## config.mk

```make
export PLATFORM = sky130hd
export DESIGN_NAME = gpio_in
export DESIGN_NICKNAME = d
export VERILOG_FILES = /design/src/rtl/gpio_pkg.sv /design/src/rtl/gpio_in_debounce.sv /design/src/rtl/gpio_in.sv
export SDC_FILE = /design/constraint.sdc
export NUM_CORES = 1
export LEC_CHECK = 0
export CORE_ASPECT_RATIO = 1.2
export CORE_MARGIN = 2
export CORE_UTILIZATION = 53
export CTS_BUF_LIST = sky130_fd_sc_hd__clkbuf_16
export CTS_CLUSTER_DIAMETER = 150
export CTS_CLUSTER_SIZE = 30
export DETAILED_ROUTE_END_ITERATION = 16
export GPL_TIMING_DRIVEN = 0
export PLACE_DENSITY_LB_ADDON = 0.15
export SETUP_SLACK_MARGIN = 0.2
export SKIP_CTS_REPAIR_TIMING = 1
export SYNTH_ARGS = -nofsm -noshare
export SYNTH_HDL_FRONTEND = slang
export SYNTH_HIERARCHICAL = 1
export SYNTH_SLANG_ARGS = --single-unit
```

## constraint.sdc

```tcl
create_clock -name clk -period 1.34 [get_ports clk]
set_input_delay 0.134 -clock clk [delete_from_list [all_inputs] [get_ports clk]]
set_output_delay 0.134 -clock clk [all_outputs]
set_load 0.005 [all_outputs]
```

## src/rtl/gpio_pkg.sv

```systemverilog
// Shared constants for the GPIO input block: register map addresses and default pin count.
package gpio_pkg;

    localparam int GPIO_WIDTH_DEFAULT = 8;

    localparam logic [1:0] GPIO_ADDR_DATA = 2'd0;
    localparam logic [1:0] GPIO_ADDR_RISE = 2'd1;
    localparam logic [1:0] GPIO_ADDR_FALL = 2'd2;
    localparam logic [1:0] GPIO_ADDR_MASK = 2'd3;

endpackage

```

## src/rtl/gpio_in_debounce.sv

```systemverilog
// One-bit level qualifier: accepts a synchronized input and emits the stable level plus a
// rise/fall strobe that is high in the cycle the stable level changes. GPIO_IN_DEBOUNCE_EN selects the counting filter.
module gpio_in_debounce
`ifdef GPIO_IN_DEBOUNCE_EN
#(
    parameter int DEBOUNCE_CYCLES = 16
)
`endif
(
    input  logic clk,
    input  logic rst,
    input  logic sync_in,
    output logic stable,
    output logic rise,
    output logic fall
);

    logic stable_reg;
    logic change;

`ifdef GPIO_IN_DEBOUNCE_EN
    localparam logic [15:0] COUNT_LAST = 16'(DEBOUNCE_CYCLES - 1);

    logic [15:0] count_reg;

    // The level is accepted on the cycle the counter has already seen DEBOUNCE_CYCLES-1 differing samples.
    assign change = (sync_in != stable_reg) && (count_reg == COUNT_LAST);

    always_ff @(posedge clk) begin
        if (rst) begin
            stable_reg <= 1'b0;
            count_reg  <= '0;
        end else begin
            if ((sync_in == stable_reg) || change) begin
                count_reg <= '0;
            end else begin
                count_reg <= count_reg + 16'd1;
            end
            if (change) begin
                stable_reg <= sync_in;
            end
        end
    end
`else
    // Without filtering the stable level is just one more register behind the synchronizer.
    assign change = (sync_in != stable_reg);

    always_ff @(posedge clk) begin
        if (rst) begin
            stable_reg <= 1'b0;
        end else begin
            stable_reg <= sync_in;
        end
    end
`endif

    assign stable = stable_reg;
    assign rise   = change & sync_in;
    assign fall   = change & ~sync_in;

endmodule

```

## src/rtl/gpio_in.sv

```systemverilog
// GPIO input block: per-pin synchronizer and level qualifier, edge-pending W1C registers,
// interrupt mask and a registered read port. Define GPIO_IN_DEBOUNCE_EN to enable debouncing.
module gpio_in
    import gpio_pkg::*;
#(
    parameter int WIDTH           = GPIO_WIDTH_DEFAULT,
    parameter int DEBOUNCE_CYCLES = 16
)
(
    input  logic             clk,
    input  logic             rst,
    input  logic [WIDTH-1:0] pins,
    input  logic [1:0]       addr,
    input  logic             rd_en,
    input  logic             wr_en,
    input  logic [WIDTH-1:0] wdata,
    output logic [WIDTH-1:0] rdata,
    output logic             rvalid,
    output logic             irq
);

    logic [WIDTH-1:0] sync1_reg;
    logic [WIDTH-1:0] sync2_reg;
    logic [WIDTH-1:0] stable_vec;
    logic [WIDTH-1:0] rise_vec;
    logic [WIDTH-1:0] fall_vec;

    logic [WIDTH-1:0] rise_pend_reg;
    logic [WIDTH-1:0] rise_pend_next;
    logic [WIDTH-1:0] fall_pend_reg;
    logic [WIDTH-1:0] fall_pend_next;
    logic [WIDTH-1:0] mask_reg;
    logic [WIDTH-1:0] mask_next;
    logic [WIDTH-1:0] rdata_reg;
    logic [WIDTH-1:0] rdata_next;
    logic             rvalid_reg;
    logic             irq_reg;
    logic             irq_next;

    always_ff @(posedge clk) begin
        if (rst) begin
            sync1_reg <= '0;
            sync2_reg <= '0;
        end else begin
            sync1_reg <= pins;
            sync2_reg <= sync1_reg;
        end
    end

    generate
        for (genvar gi = 0; gi < WIDTH; gi++) begin : g_bit
`ifdef GPIO_IN_DEBOUNCE_EN
            gpio_in_debounce #(
                .DEBOUNCE_CYCLES (DEBOUNCE_CYCLES)
            ) u_debounce (
`else
            gpio_in_debounce u_debounce (
`endif
                .clk     (clk),
                .rst     (rst),
                .sync_in (sync2_reg[gi]),
                .stable  (stable_vec[gi]),
                .rise    (rise_vec[gi]),
                .fall    (fall_vec[gi])
            );
        end
    endgenerate

    // A new edge is ORed in after the clear, so it survives a simultaneous W1C.
    always_comb begin
        rise_pend_next = rise_pend_reg | rise_vec;
        fall_pend_next = fall_pend_reg | fall_vec;
        mask_next      = mask_reg;
        if (wr_en) begin
            case (addr)
                GPIO_ADDR_RISE: rise_pend_next = (rise_pend_reg & ~wdata) | rise_vec;
                GPIO_ADDR_FALL: fall_pend_next = (fall_pend_reg & ~wdata) | fall_vec;
                GPIO_ADDR_MASK: mask_next      = wdata;
                default:        mask_next      = mask_reg;
            endcase
        end
    end

    // Reads see the register values from before any same-cycle write.
    always_comb begin
        rdata_next = '0;
        if (rd_en) begin
            case (addr)
                GPIO_ADDR_DATA: rdata_next = stable_vec;
                GPIO_ADDR_RISE: rdata_next = rise_pend_reg;
                GPIO_ADDR_FALL: rdata_next = fall_pend_reg;
                default:        rdata_next = mask_reg;
            endcase
        end
    end

    assign irq_next = |((rise_pend_reg | fall_pend_reg) & mask_reg);

    always_ff @(posedge clk) begin
        if (rst) begin
            rise_pend_reg <= '0;
            fall_pend_reg <= '0;
            mask_reg      <= '0;
            rdata_reg     <= '0;
            rvalid_reg    <= 1'b0;
            irq_reg       <= 1'b0;
        end else begin
            rise_pend_reg <= rise_pend_next;
            fall_pend_reg <= fall_pend_next;
            mask_reg      <= mask_next;
            rdata_reg     <= rdata_next;
            rvalid_reg    <= rd_en;
            irq_reg       <= irq_next;
        end
    end

    assign rdata  = rdata_reg;
    assign rvalid = rvalid_reg;
    assign irq    = irq_reg;

endmodule

```

# Word level (Yosys, flattened, before mapping)
# Cells that the tools add are included.
# word_totals
register_bits	58
latch_bits	0
ram_bits	0
romBits	0
inputBits	22
out_inout_bits	10
elab_cells	70
memories	0
# classes
add_sub_neg	0
multipliers	0
div	0
order_cmp	0
eq_ne	11
shift	0
muxes	5
bitwise	34
reduce_logical	4
# ops
op	count
8-bit bitwise OR	5
8-bit two-way mux	4
8-bit bitwise AND	3
8-bit case mux with 3 select lines	1
1-bit bitwise AND	16
1-bit inverter	9
1-bit != test	8
8-bit inverter	1
8-bit OR reduction	1
2-bit == test (second input constant)	2
2-bit by 1-bit == test with 1-bit output (second input constant)	1
2-bit zero test	1
2-bit AND reduction	1
2-bit OR reduction	1

# Longest topological paths before layout
# logic_depth
depth_word	5
ltp_mapped	5
depth_no_buf	3

# Modules after synthesis
# The synthesis kept the hierarchy.
# by_module_without_submodules
mod	instances	cells_per_inst	area_each_um2	seq_area_each_um2
gpio_in	1	172	1871.8	1001.0
gpio_in_debounce	8	4	38.8	20.0

# Least setup slack after synthesis
# Ideal clock, no wire load.
# synth_timing
path_type	register to register
startpoint	reg mask_reg[0]
endpoint	reg rdata_reg[0] (netlist: rdata[0])
setup_ps	125
arrival_time_ps	859
t_required_ps	1215
slack_ps	356
stages_incl_launch_ff	3
n_path_buf	0
synth_period_minus_slack_ps	984
cell_sequence	dfxtp_1 -> mux4_2 -> nor2b_1
# synth_via
elab_chain_cells	1
# synth_rtl
item	line	source
from (decl)	gpio_in.sv:32	logic [WIDTH-1:0] mask_reg;
from (signal assigned)	gpio_in.sv:110	mask_reg <= mask_next;
8-bit case mux with 3 select lines	gpio_in.sv:88	case (addr)
to (signal assigned)	gpio_in.sv:111	rdata_reg <= rdata_next;
to (decl)	gpio_in.sv:34	logic [WIDTH-1:0] rdata_reg;
# Every way passes these cells.
# A chain may end at the register's enable or synchronous reset.

# Worst setup path after layout
# layout_timing
startpoint	reg mask_reg[2]
endpoint	reg rdata_reg[2] (netlist: rdata[2])
# Same word-level chain as after synthesis.

==> flow_metrics.py <==
metrics = {
    "status": {
        "status": "completed",
    },
    "critical_path": {
        "critPathKind": "reg -> reg",
        "rr_startpoint": "mask_reg[2]",
        "end_kind": "register",
        "cpMaxStageDelayCell": "mux4_2",
        "cpLargestDelayFamily": "multiplexers",
        "worst_path_largest_cell_delay_ns": 0.45,
        "critPathArrivalTime_ns": 1.24,
        "path_cells": "mux4_2, nor2b_1",
        "cp-start-kind": "register",
        "worstPathRequired_ns": 1.53,
        "path_max_fanout": 3,
        "crit_buf_inv": 0,
        "crit_start": "mask_reg[2]",
        "r2r_setup_slack_ns": 0.29,
    },
    "job": {
        "cap_violations": 0,
    },
    "finish": {
        "nets": 265,
        "diodes": 0,
        "fin_util_pct": 71.4,
        "drive_gt1_share_pct": 12.5,
        "area_growth_pct": 29.0,
    },
    "sta": {
        "finalMaxSlewViolations": 0,
        "finalCriticalPeriod_ns": 1.05,
        "relSlewSlack_pct": 61.5,
        "finClkSkew_ns": 0.00710,
        "rsz0062_at_grt": "false",
        "finalHoldViolations": 0,
        "timing.fmax_ghz": 0.953,
        "finalSetupViolCount": 0,
        "hold_ws_ns": 0.256,
        "fin_setup_tns_ns": 0,
        "post-route-period-util_pct": 78.3,
        "worstMarginPinSlew_ns": 0.577,
    },
    "grt": {
        "track_usage_pct": 21.5,
        "grt_antenna_before_repair": 0,
        "grt_pass1_wl_mm": 7.25,
        "grt_max_degree": 15,
        "grt_overflow_total": 0,
        "grt_pass1_vias": 1510,
    },
    "floorplan": {
        "rows": 25,
        "dieArea_sq_um": 4650,
        "pin_count": 32,
        "start_util_pct": 55.4,
        "die_width_um": 62.6,
        "coreArea_sq_um": 3940,
        "die_y_um": 74.3,
    },
    "power": {
        "ir_drop_v": 0.00101,
        "leakagePower_nw": 1.30,
        "p_per_area_nw_per_um2": 1430,
    },
    "logic_synthesis": {
        "yosysMostFrequentCell": "dfxtp_1",
        "synth.top_cell.area_share_pct": 53.2,
        "ys_types": 15,
        "synth_area_sq_um": 2180,
        "synth_nets": 226,
        "ys.flop_type": "dfxtp_1",
        "yosysWarnings": 6,
        "yosys.area.top_type": "dfxtp_1",
        "synth_common_cells": "58 x dfxtp_1, 48 x nor2b_1, 24 x nor2_1, 17 x a21oi_1, 16 x nand4b_1",
        "synth-seq-area-share_pct": 53.2,
        "synth_edf_count": 0,
        "synth_area_leaders": "dfxtp_1 53%, nor2b_1 14%, mux4_2 8.3%",
        "syn_inst": 204,
        "synth_seq_cells": 58,
        "async_flop_share_pct": 0,
        "avgSynthCellArea_sq_um": 10.7,
    },
    "hold_path": {
        "hp-class": "in -> reg",
        "hold_path_startpoint": "wr_en",
    },
    "route": {
        "wl_met3_um": 226,
        "dr_wl_met2_mm": 2.26,
        "drc_errors": 0,
        "routed_wirelength_mm": 4.51,
        "detail_route.first_pass.iterations": 4,
        "drtAntennaViolNets": 0,
        "wl_met1_mm": 1.88,
        "viasPerCell": 5.24,
        "maxUsedRoutingLayer": "met4",
        "vias": 1583,
        "initialDrtViolationCount": 105,
        "post_drt_wl_per_cell_um": 14.9,
    },
    "cts": {
        "cts_root_buf": "clkbuf_16",
        "clock_sinks": 58,
        "htreeDepth": 3,
        "clk_latency_ns": 0.32,
        "ctsLongestPathBuffers": 2,
        "cts_buffers": 9,
        "clk_pin_slew_worst_paths_ns": 0.05,
        "cts_tree": "done",
    },
    "placement": {
        "io_buffers": 28,
        "dp_hpwl_mm": 2.88,
        "globalplace.congestion": 0.755,
    },
}
[per-layer routing]
layer / GRT usage [%] / up-vias
met4: 13.3 / 0
li1: - / 782
met1: 22.8 / 739
met2: 38.1 / 50
met3: 6.51 / 12
met5: 0 / -
[cell type report]
cell class	instances	area [sq um]
repair buffers	28	308
multi-input cells	133	950
well taps	54	67.6
fillers	311	1130
plain buffers	12	71.3
clock buffers	9	225
clock inverters	7	28.8
flip-flops and latches	58	1160
inverters	1	3.75
[power by group]
group          internal [mW]  switching (mW)
registers               1.79          0.0345
logic                  0.155           0.128
clock network           1.20           0.711
total                   3.15           0.873
[placed cells by master (no fill, tap or decap)]
cell type,count
buf_6,2
dfxtp_1,58
clkbuf_2,3
mux2i_1,8
dlymetal6s2s_1,11
inv_1,3
buf_2,6
nand4b_1,16
nand3_2,1
and4_1,2
nand2b_1,1
nor2_1,24
clkbuf_1,1
nor2b_1,48
mux4_2,8
clkinv_1,3
o21ai_0,8
clkbuf_16,9
clkinv_2,2
a21oi_1,17
clkdlybuf4s50_1,17
[path summary, 6_finish.rpt]
kind,end,cells after the start
worst max-delay path,rdata[2],2
worst min-delay path,fall_pend_reg[2],4
worst max register to register,rdata[2],2
worst min register to register,sync2_reg[7],1
[worst register-to-register path, cell delays in order, from the launching register on]
cell,delay (ns)
dfxtp_1,0.32
mux4_2,0.45
nor2b_1,0.14
[kinds of logic (layout without fill, tap and decap cells)]
family,after synthesis,after routing,share of synthesized area (%)
AOI/OAI and AO/OA,25,25,5.73
buffers and inverters,13,57,3.27
DFF,58,58,53.2
muxes,16,16,11.9
and+or+nand+nor,92,92,25.9
[stage by stage]
stage	power, mW	std cells	worst slack, ns	instance area, sq um
CTS	4.06	302	-0.0707	2780
detailed placement	2.14	286	-0.412	2530
global route	4.16	302	0.235	2820
floorplan	2.02	204	0.356	2180
finish	4.03	302	0.291	2820
global placement	2.14	286	-0.408	2530
Note: power is estimated with default switching activity, not from simulation.
